$ cat src/rtl/switch_debouncer_pkg.sv
`default_nettype none
// ============================================================================
// Module   : switch_debouncer_pkg
// Purpose  : Shared constants for the switch debouncer. Holds the default
//            timing for a 100 MHz board clock, the default channel count and
//            counter width, and the channel index map the downstream ALU uses.
// Ports    : none (package)
// Revision : 1.0 - initial release
// ============================================================================
package switch_debouncer_pkg;

  // 10 ms of stability at 100 MHz.
  localparam int DEFAULT_STABLE_CYCLES = 1_000_000;
  // 2^20 = 1_048_576 covers DEFAULT_STABLE_CYCLES.
  localparam int DEFAULT_CNT_W         = 20;
  localparam int DEFAULT_WIDTH         = 7;

  // Channel index map: ALU op select, data-group select, result-half select.
  localparam int OP_LSB            = 0;
  localparam int OP_MSB            = 2;
  localparam int DATA_SW_LSB       = 3;
  localparam int DATA_SW_MSB       = 5;
  localparam int RESULT_SWITCH_BIT = 6;

endpackage : switch_debouncer_pkg
`default_nettype wire

$ cat src/rtl/switch_debouncer_if.sv
`default_nettype none
// ============================================================================
// Module   : switch_debouncer_if
// Purpose  : Bundles the raw switch inputs and the conditioned outputs of the
//            switch debouncer.
// Ports    : SW_DB_raw        [WIDTH] raw asynchronous switch levels
//            SW_DB_level      [WIDTH] debounced levels
//            SW_DB_rise       [WIDTH] one-cycle 0->1 pulses
//            SW_DB_fall       [WIDTH] one-cycle 1->0 pulses
//            SW_DB_any_change [1]     OR of all rise/fall bits
// Modports : master - switch source / consumer side (drives raw)
//            slave  - debouncer side (drives levels and pulses)
// Revision : 1.0 - initial release
// ============================================================================
interface switch_debouncer_if
  import switch_debouncer_pkg::*;
#(
  parameter int WIDTH = DEFAULT_WIDTH
);

  logic [WIDTH-1:0] SW_DB_raw;
  logic [WIDTH-1:0] SW_DB_level;
  logic [WIDTH-1:0] SW_DB_rise;
  logic [WIDTH-1:0] SW_DB_fall;
  logic             SW_DB_any_change;

  modport master (
    output SW_DB_raw,
    input  SW_DB_level,
    input  SW_DB_rise,
    input  SW_DB_fall,
    input  SW_DB_any_change
  );

  modport slave (
    input  SW_DB_raw,
    output SW_DB_level,
    output SW_DB_rise,
    output SW_DB_fall,
    output SW_DB_any_change
  );

endinterface : switch_debouncer_if
`default_nettype wire

$ cat src/rtl/switch_debouncer_debounce_channel.sv
`default_nettype none
// ============================================================================
// Module   : debounce_channel
// Purpose  : One switch channel: 2-flop synchroniser, stability counter,
//            debounced level register and registered rise/fall pulses.
// Ports    : clk   [1] board clock
//            rst   [1] synchronous active-high reset
//            raw   [1] asynchronous raw switch level
//            level [1] debounced level
//            rise  [1] one-cycle pulse on a 0->1 level change
//            fall  [1] one-cycle pulse on a 1->0 level change
// Revision : 1.0 - initial release
// ============================================================================
module debounce_channel
  import switch_debouncer_pkg::*;
#(
  parameter int STABLE_CYCLES = DEFAULT_STABLE_CYCLES,
  parameter int CNT_W         = DEFAULT_CNT_W
) (
  input  wire  clk,
  input  wire  rst,
  input  wire  raw,
  output logic level,
  output logic rise,
  output logic fall
);

  localparam logic [CNT_W-1:0] C_CNT_LAST = CNT_W'(STABLE_CYCLES - 1);
  localparam logic [CNT_W-1:0] C_CNT_ONE  = CNT_W'(1);

  logic             r_sync1;
  logic             r_sync2;
  logic [CNT_W-1:0] r_cnt;
  logic             r_level;
  logic             r_rise;
  logic             r_fall;

  // The counter is only non-zero while the synchronised input disagrees with
  // the debounced level, so it doubles as the MATCH/COUNT state. Any sample
  // that agrees again restarts the count, which is what rejects bounce.
  always_ff @(posedge clk) begin
    if (rst) begin
      r_sync1 <= 1'b0;
      r_sync2 <= 1'b0;
      r_cnt   <= '0;
      r_level <= 1'b0;
      r_rise  <= 1'b0;
      r_fall  <= 1'b0;
    end else begin
      r_sync1 <= raw;
      r_sync2 <= r_sync1;
      r_rise  <= 1'b0;
      r_fall  <= 1'b0;
      if (r_sync2 == r_level) begin
        r_cnt <= '0;
      end else if (r_cnt == C_CNT_LAST) begin
        // Terminal count bounds the counter, so it can never wrap.
        r_level <= r_sync2;
        r_cnt   <= '0;
        r_rise  <= r_sync2;
        r_fall  <= ~r_sync2;
      end else begin
        r_cnt <= r_cnt + C_CNT_ONE;
      end
    end
  end

  assign level = r_level;
  assign rise  = r_rise;
  assign fall  = r_fall;

endmodule : debounce_channel
`default_nettype wire

$ cat src/rtl/switch_debouncer.sv
`default_nettype none
// ============================================================================
// Module   : switch_debouncer
// Purpose  : Conditions raw board switches for the ALU. Each channel is
//            synchronised, debounced and given one-cycle edge pulses; the
//            pulses of all channels are ORed into a single change flag.
// Ports    : SW_DB_clk [1] board clock, 100 MHz
//            SW_DB_rst [1] synchronous active-high reset
//            sw_db         switch_debouncer_if.slave
//                          (raw in; level, rise, fall, any_change out)
// Revision : 1.0 - initial release
// ============================================================================
module switch_debouncer
  import switch_debouncer_pkg::*;
#(
  parameter int WIDTH         = DEFAULT_WIDTH,
  parameter int STABLE_CYCLES = DEFAULT_STABLE_CYCLES,  // >= 2
  parameter int CNT_W         = DEFAULT_CNT_W           // 2^CNT_W >= STABLE_CYCLES
) (
  input  wire                      SW_DB_clk,
  input  wire                      SW_DB_rst,
  switch_debouncer_if.slave        sw_db
);

  logic [WIDTH-1:0] w_level;
  logic [WIDTH-1:0] w_rise;
  logic [WIDTH-1:0] w_fall;

  for (genvar i = 0; i < WIDTH; i++) begin : g_ch
    debounce_channel #(
      .STABLE_CYCLES (STABLE_CYCLES),
      .CNT_W         (CNT_W)
    ) u_ch (
      .clk   (SW_DB_clk),
      .rst   (SW_DB_rst),
      .raw   (sw_db.SW_DB_raw[i]),
      .level (w_level[i]),
      .rise  (w_rise[i]),
      .fall  (w_fall[i])
    );
  end

  assign sw_db.SW_DB_level      = w_level;
  assign sw_db.SW_DB_rise       = w_rise;
  assign sw_db.SW_DB_fall       = w_fall;
  // Built only from registered pulses, so raw never reaches it combinationally.
  assign sw_db.SW_DB_any_change = |{w_rise, w_fall};

endmodule : switch_debouncer
`default_nettype wire

$ cat src/flat_wrapper.sv
// flat-port wrapper written by rule: the top's interface ports become plain ports
module switch_debouncer_flat import switch_debouncer_pkg::*;
#(
  parameter int WIDTH         = DEFAULT_WIDTH,
  parameter int STABLE_CYCLES = DEFAULT_STABLE_CYCLES,         
  parameter int CNT_W         = DEFAULT_CNT_W                                      
)
  (SW_DB_clk, SW_DB_rst, sw_db_SW_DB_raw, sw_db_SW_DB_level, sw_db_SW_DB_rise, sw_db_SW_DB_fall, sw_db_SW_DB_any_change);
  switch_debouncer_if #(.WIDTH(WIDTH)) sw_db_i ();
  input  wire SW_DB_clk;
  input  wire SW_DB_rst;
  input wire logic [$bits(sw_db_i.SW_DB_raw)-1:0] sw_db_SW_DB_raw;
  output wire logic [$bits(sw_db_i.SW_DB_level)-1:0] sw_db_SW_DB_level;
  output wire logic [$bits(sw_db_i.SW_DB_rise)-1:0] sw_db_SW_DB_rise;
  output wire logic [$bits(sw_db_i.SW_DB_fall)-1:0] sw_db_SW_DB_fall;
  output wire logic [$bits(sw_db_i.SW_DB_any_change)-1:0] sw_db_SW_DB_any_change;
  assign sw_db_i.SW_DB_raw = sw_db_SW_DB_raw;
  assign sw_db_SW_DB_level = sw_db_i.SW_DB_level;
  assign sw_db_SW_DB_rise = sw_db_i.SW_DB_rise;
  assign sw_db_SW_DB_fall = sw_db_i.SW_DB_fall;
  assign sw_db_SW_DB_any_change = sw_db_i.SW_DB_any_change;
  switch_debouncer #(.WIDTH(WIDTH), .STABLE_CYCLES(STABLE_CYCLES), .CNT_W(CNT_W)) u_core (.SW_DB_clk(SW_DB_clk), .SW_DB_rst(SW_DB_rst), .sw_db(sw_db_i));
endmodule
$ cat config.mk
export PLATFORM = sky130hd
export DESIGN_NAME = switch_debouncer_flat
export DESIGN_NICKNAME = d
export VERILOG_FILES = /design/src/rtl/switch_debouncer_pkg.sv /design/src/rtl/switch_debouncer_if.sv /design/src/rtl/switch_debouncer_debounce_channel.sv /design/src/rtl/switch_debouncer.sv /design/src/flat_wrapper.sv
export SDC_FILE = /design/constraint.sdc
export NUM_CORES = 1
export LEC_CHECK = 0
export CAP_MARGIN = 20
export CORE_MARGIN = 2
export CORE_UTILIZATION = 55
export DETAILED_ROUTE_END_ITERATION = 8
export PLACE_DENSITY_LB_ADDON = 0.12
export SYNTH_ARGS = -nofsm -noshare
export SYNTH_HDL_FRONTEND = slang
export SYNTH_SLANG_ARGS = --single-unit
$ cat constraint.sdc
create_clock -name SW_DB_clk -period 1.85 [get_ports SW_DB_clk]
set_input_delay 0.185 -clock SW_DB_clk [delete_from_list [all_inputs] [get_ports SW_DB_clk]]
set_output_delay 0.185 -clock SW_DB_clk [all_outputs]
set_load 0.02 [all_outputs]
==> impl_metrics.json, run 1 <==
{
  "area_delta_synth_final_pct": 20.40,
  "holdWs_ns": 0.1728,
  "finalSetupViolCount": 37,
  "clkPwrFrac_pct": 50.0,
  "wire_per_inst_um": 14.08,
  "r2r_end": "u_core.g_ch[2].u_ch.r_cnt[18]$_SDFF_PP0_",
  "path_clk_slew_ns": 0.06,
  "setup_tns_ns": -1.528,
  "core-area_um2": 13770,
  "grt_max_degree": 20,
  "fillers": 1113,
  "synth-seq-cells": 175,
  "max_freq_mhz": 521.7,
  "cp-end-kind": "register",
  "start_util_pct": 55.83,
  "drt-initial-drc-count": 359,
  "hpwlAfterDp_um": 11430,
  "slew_headroom_pct": 72.17,
  "cts_made_buffers": 17,
  "syn_avg_cell_area_um2": 8.819,
  "yosysSeqAreaShare_pct": 45.56,
  "maxCapViolCount": 0,
  "vias": 6422,
  "clkSinkCount": 175,
  "mostFrequentLayoutCell": "dfxtp_1",
  "status": "finished, violations left",
  "antenna_found_initial": 0,
  "wl_um": 16080,
  "p_sw_mw": 1.536,
  "m1WireLength_um": 7382,
  "ioPinCount": 31,
  "clockRootBuffer": "clkbuf_16",
  "portBuffers": 30,
  "p_leak_nw": 2.921,
  "drtPass1Iterations": 5,
  "rows": 43,
  "cp-start-kind": "register",
  "switching_share_pct": 19.66,
  "report.final.slew_viol_count": 0,
  "peakVddDrop_mv": 0.7681,
  "internal-power_mw": 6.277,
  "pwr-share-seq_pct": 48.6,
  "p_comb_share_pct": 1.4,
  "antenna_cells": 0,
  "grt-ovfl-total": 0,
  "cts_tree": "built",
  "final_layout_size_suffix_gt1_share_pct": 14.55,
  "met3_length_um": 589,
  "holdPathEnd": "u_core.g_ch[4].u_ch.r_sync1$_SDFF_PP0_",
  "die_w_um": 122.2,
  "rrSetupSlack_ns": -0.07,
  "hold_viol": 0,
  "grt.total_usage_pct": 21.82,
  "grt_setup_unrepaired": "true",
  "yosysWarnings": 0,
  "reg2reg_from": "u_core.g_ch[2].u_ch.r_cnt[13]$_SDFF_PP0_",
  "failed_checks": "negative setup slack",
  "final.min_clock_period_ns": 1.917,
  "fin_nets": 965,
  "worstPathRequired_ns": 2.15,
  "reg2reg_depth": 5,
  "grt_pass1_wl_um": 26410,
  "ys_types": 44,
  "h-tree-depth": 4,
  "fin_skew_ns": 0.007529,
  "route.detailed.drc": 0,
  "clockBufferDepth": 2,
  "route.antenna.remaining_nets": 0,
  "power_density_nw_per_um2": 843.8,
  "die_area_um2": 14940,
  "met2WireLength_um": 7940,
  "syn_inst": 872,
  "highest_layer": "met4",
  "arrival_ns": 2.22,
  "holdPathStages": 2,
  "insertion_delay_ns": 0.42,
  "final_cell_mix": "172 x dfxtp_1, 111 x nor2_1, 70 x buf_4",
  "syn_area_um2": 7690,
  "worstMarginPinSlew_ns": 0.4119,
  "finalCritPeriodShare_pct": 103.6,
  "first_global_vias": 5993,
  "post_drt_via_cell_ratio": 5.623,
  "hp-class": "input pin to register",
  "worstPathMaxFanout": 19,
  "dp_worst_setup_slack_ns": -0.06305,
  "setup_ws_ns": -0.06665,
  "die_h_um": 122.2,
  "place_congestion": 0.8153,
  "path_class": "register to register",
  "syn-num-nets": 888,
  "holdCritStartpoint": "SW_DB_rst"
}
[layer usage]
metal | vias to the layer above | track usage, %
li1 | 3232 | -
met1 | 3061 | 26.95
met2 | 115 | 37.88
met3 | 14 | 4.600
met4 | 0 | 7.184
met5 | - | 0
[area by class of cell]
class	count	area (um^2)	share of cell area [%]
Tap cell	180	225.2	2.432
Timing Repair Buffer	103	875.8	9.459
Multi-Input combinational cell	628	3908	42.20
Sequential cell	175	3507	37.88
Inverter	24	90.09	0.9730
Clock inverter	13	210.2	2.270
Clock buffer	19	442.9	4.784
[critical path: stages (launching register included)]
cell and delay [ns]:
dfxtp_2 0.32, or4b_4 0.53, or4_4 0.55, o21ai_4 0.18, buf_12 0.17, a21oi_1 0.05
[sequential cells by signal, indices dropped and copies added, names as in the netlist]
name	count
u_core.g_ch.u_ch.rise	7
u_core.g_ch.u_ch.r_sync2	7
u_core.g_ch.u_ch.r_cnt	140
u_core.g_ch.u_ch.level	7
u_core.g_ch.u_ch.fall	7
u_core.g_ch.u_ch.r_sync1	7
[power by group through the flow]
stage	combinational, mW	clock (mW)	sequential, mW
after global routing	0.121	4.13	3.80
after floorplan	0.0593	0	3.88
after global placement	0.107	0	3.88
final	0.110	3.91	3.80
after CTS	0.110	3.97	3.80
after detailed placement	0.108	0	3.88
[Yosys cell counts, drive strengths merged]
library cell	n	area, um^2
dfxtp	175	3503
nor2	112	420.4
xnor2	56	490.5
nand3	50	250.2
a21oi	49	245.2
nand2	45	168.9
nand4	34	219.0
xor2	34	297.8
o21ai	33	191.4
or3	29	181.4
buf	27	200.2
or4	27	210.2
nor4	25	156.4
inv	24	90.09
nor3	22	110.1
clkbuf	18	67.56
o31ai	18	135.1
and3	17	106.4
nor2b	15	93.84
and4	11	97.59
and2	9	57.56
nand2b	8	50.05
nor4b	8	70.07
ha	7	87.58
nor4bb	4	40.04
or2	3	18.77
or3b	3	26.28
nor3b	2	15.01
or4b	2	20.02
mux2i	1	10.01
nand4b	1	8.760
nand4bb	1	11.26
o41ai	1	27.53
or4bb	1	11.26
[cell families (layout without fill, tap and decap cells)]
family	Yosys count	after routing	synth area share (%)
buffers and inverters	69	159	4.653
flip-flops	175	175	45.56
XOR/XNOR	90	90	10.25
multiplexers	1	1	0.1302
adder cells (fa/ha/maj)	7	7	1.139
AND/OR/NAND/NOR	429	429	30.48
AO/OA/AOI/OAI	101	101	7.794
[per-stage QoR]
stage / util, % / std cells / total power, mW / instance area (um^2)
global route: 67.22 / 1142 / 8.044 / 9259
finish: 67.22 / 1142 / 7.813 / 9259
CTS: 66.75 / 1140 / 7.881 / 9194
global placement: 61.94 / 1108 / 3.987 / 8531
detailed placement: 61.94 / 1108 / 3.990 / 8531
floorplan: - / 872 / 3.938 / 7710
[worst max path at each step]
stage | from | endpoint | slack [ns]
floorplan | u_core.g_ch[2].u_ch.r_cnt[13]$_SDFF_PP0_ | u_core.g_ch[2].u_ch.r_cnt[5]$_SDFF_PP0_ | -0.09
global placement | u_core.g_ch[2].u_ch.r_cnt[13]$_SDFF_PP0_ | u_core.g_ch[2].u_ch.r_cnt[17]$_SDFF_PP0_ | -0.03
detailed placement | u_core.g_ch[2].u_ch.r_cnt[13]$_SDFF_PP0_ | u_core.g_ch[2].u_ch.r_cnt[18]$_SDFF_PP0_ | -0.06
CTS | u_core.g_ch[2].u_ch.r_cnt[13]$_SDFF_PP0_ | u_core.g_ch[2].u_ch.r_cnt[18]$_SDFF_PP0_ | -0.08
global route | u_core.g_ch[2].u_ch.r_cnt[13]$_SDFF_PP0_ | u_core.g_ch[2].u_ch.r_cnt[3]$_SDFF_PP0_ | -0.12
finish | u_core.g_ch[2].u_ch.r_cnt[13]$_SDFF_PP0_ | u_core.g_ch[2].u_ch.r_cnt[18]$_SDFF_PP0_ | -0.07
[timing repair]
item / CTS / global route
gates resized for setup: 3 / 18
setup endpoints to repair: 39 / 66
pin swaps: 0 / 3
hold buffers: 0 / 0
setup buffers: 0 / 2
Power figures use the tool's default switching activity.
==> inputs of run 2 (changes only) <==
- ABC_CLOCK_PERIOD_IN_PS: default -> 1850
- CORE_UTILIZATION: 55 -> 35
==> run 2 against run 1 <==
  * The flow still finishes with violations (negative setup slack)
  * Maximum frequency rose by 0.18%
  * Via count is 4.4% lower
  * Largest cell class unchanged
  * Register-to-register slack hardly changed
  * Total power rose by 3.0%
  * Clock-buffer cell count unchanged
  * Cell count is 10% higher
  * Worst hold slack worse by 0.096 ns
==> impl_metrics.json, run 2 (synthesis gave the netlist of run 1 again) <==
{
  "finalSetupViolCount": 37,
  "slew_headroom_pct": 73.34,
  "worstMarginPinSlew_ns": 0.3962,
  "grt_setup_unrepaired": "true",
  "hold_viol": 0,
  "multi_input_area_um2": 3901,
  "clockRootBuffer": "clkbuf_16",
  "clkSinkCount": 175,
  "arrival_ns": 2.21,
  "ioPinCount": 31,
  "worstPathMaxFanout": 19,
  "cts.hold.buffers_added": 0,
  "largest_reg_flops": 140,
  "place_congestion": 0.7516,
  "grt_max_degree": 27,
  "die_h_um": 152.2,
  "cpMaxStageDelayCell": "or4_4",
  "area_delta_synth_final_pct": 24.15,
  "ff_latch_area_um2": 3512,
  "start_util_pct": 35.46,
  "maxCapViolCount": 0,
  "finalInstanceArea_um2": 9547,
  "hp-class": "input pin to register",
  "wl_um": 16270,
  "fillers": 2169,
  "cp-end-kind": "register",
  "failed_checks": "negative setup slack",
  "critPathMaxStageDelay_ns": 0.54,
  "holdWs_ns": 0.07668,
  "dp_cells": 1222,
  "cp-start-kind": "register",
  "grt.total_usage_pct": 14.30,
  "final.min_clock_period_ns": 1.913,
  "insertion_delay_ns": 0.42,
  "die_w_um": 152.2,
  "h-tree-depth": 4,
  "fin_cells": 1256,
  "mostFrequentLayoutCell": "dfxtp_1",
  "drt-initial-drc-count": 243,
  "antenna_cells": 0,
  "final_layout_size_suffix_gt1_share_pct": 16.19,
  "setup_ws_ns": -0.06315,
  "first_global_vias": 5683,
  "regMostFlops": "u_core.g_ch.u_ch.r_cnt",
  "cts_tree": "built",
  "core-area_um2": 21690,
  "die_area_um2": 23170,
  "final_cell_mix": "168 x dfxtp_1, 111 x nor2_1, 81 x buf_4",
  "wire_per_inst_um": 12.95,
  "p_leak_nw": 3.014,
  "crit_chain": "or4b_4 -> or4_4 -> o21ai_4 -> buf_12 -> a21oi_1",
  "report.final.slew_viol_count": 0,
  "fin_nets": 979,
  "fin_skew_ns": 0.008998,
  "place_area_um2": 8773,
  "power_density_nw_per_um2": 842.8,
  "antenna_found_initial": 0,
  "hpwlAfterDp_um": 11750,
  "status": "finished, violations left",
  "worstPathRequired_ns": 2.15,
  "dp_worst_setup_slack_ns": -0.06666,
  "grt-ovfl-total": 0,
  "path_clk_slew_ns": 0.07,
  "max_freq_mhz": 522.7,
  "grt_pass1_wl_um": 27680,
  "vias": 6140,
  "path_class": "register to register",
  "portBuffers": 30,
  "route.antenna.remaining_nets": 0,
  "clockBufferDepth": 2,
  "drtPass1Iterations": 5,
  "route.detailed.drc": 0,
  "cts_made_buffers": 17,
  "rows": 54,
  "finalCritPeriodShare_pct": 103.4,
  "utilization_pct": 44.02,
  "peakVddDrop_mv": 0.5445,
  "post_drt_via_cell_ratio": 4.889
}
## run 2: changes by cell type in the layout (fill, tap and decap cells not counted), sizes merged
cell,delta
clkdlybuf4s15,+1
clkbuf,-1
bufinv,+1
clkinvlp,-1
buf,+14
## run 2: timing repair
item | 4_1_cts | 5_1_grt
resized for setup | 10 | 16
pin swaps | 1 | 0
buffers inserted | 1 | 1
setup endpoints to repair | 38 | 66
## run 2: final timing paths
| check | from | to | slack, ns | cells past startpoint |
|---|---|---|---|---|
| max | u_core.g_ch[2].u_ch.r_cnt[13]$_SDFF_PP0_ | u_core.g_ch[2].u_ch.r_cnt[19]$_SDFF_PP0_ | -0.06 | 5 |
| min | SW_DB_rst | u_core.g_ch[6].u_ch.r_sync1$_SDFF_PP0_ | 0.08 | 2 |
| max reg2reg | u_core.g_ch[2].u_ch.r_cnt[13]$_SDFF_PP0_ | u_core.g_ch[2].u_ch.r_cnt[19]$_SDFF_PP0_ | -0.06 | 5 |
| min reg2reg | u_core.g_ch[0].u_ch.r_sync1$_SDFF_PP0_ | u_core.g_ch[0].u_ch.r_sync2$_SDFF_PP0_ | 0.44 | 1 |
## run 2: where the power goes
group          switching, mW  internal, mW  leakage, nW  total [mW]
clock network           1.52          2.62        0.334        4.14
registers             0.0107          3.79         1.42        3.80
logic                 0.0595        0.0529         1.26       0.112
## run 2: layout make-up
class	count	area share (%)
multi-input cells	628	40.86
flip-flops and latches	175	36.79
repair buffers	117	10.55
clock inverters	13	2.438
well taps	280	3.670
clock buffers	19	4.744
inverters	24	0.9436
## run 2: metal layers
layer	track usage, %	part of all wire, %	vias up
met5	0	0	-
met4	3.738	0.84	0
met3	3.271	2.0	9
met2	22.27	44	51
met1	20.03	53	2823
li1	-	-	3257
## run 2: metrics by stage
| step | setup TNS (ns) | total power, mW |
|---|---|---|
| floorplan | -1.677 | 3.938 |
| global placement | -0.7629 | 3.994 |
| detailed placement | -1.352 | 3.994 |
| CTS | -1.532 | 8.168 |
| global route | -3.856 | 8.338 |
| finish | -1.151 | 8.046 |
## run 2: critical path, delay by kind of cell, from the launching register on
family          cells  cell delay, ns
flops               1            0.32
simple gates        2            1.06
buf+inv             1            0.17
compound gates      2            0.24
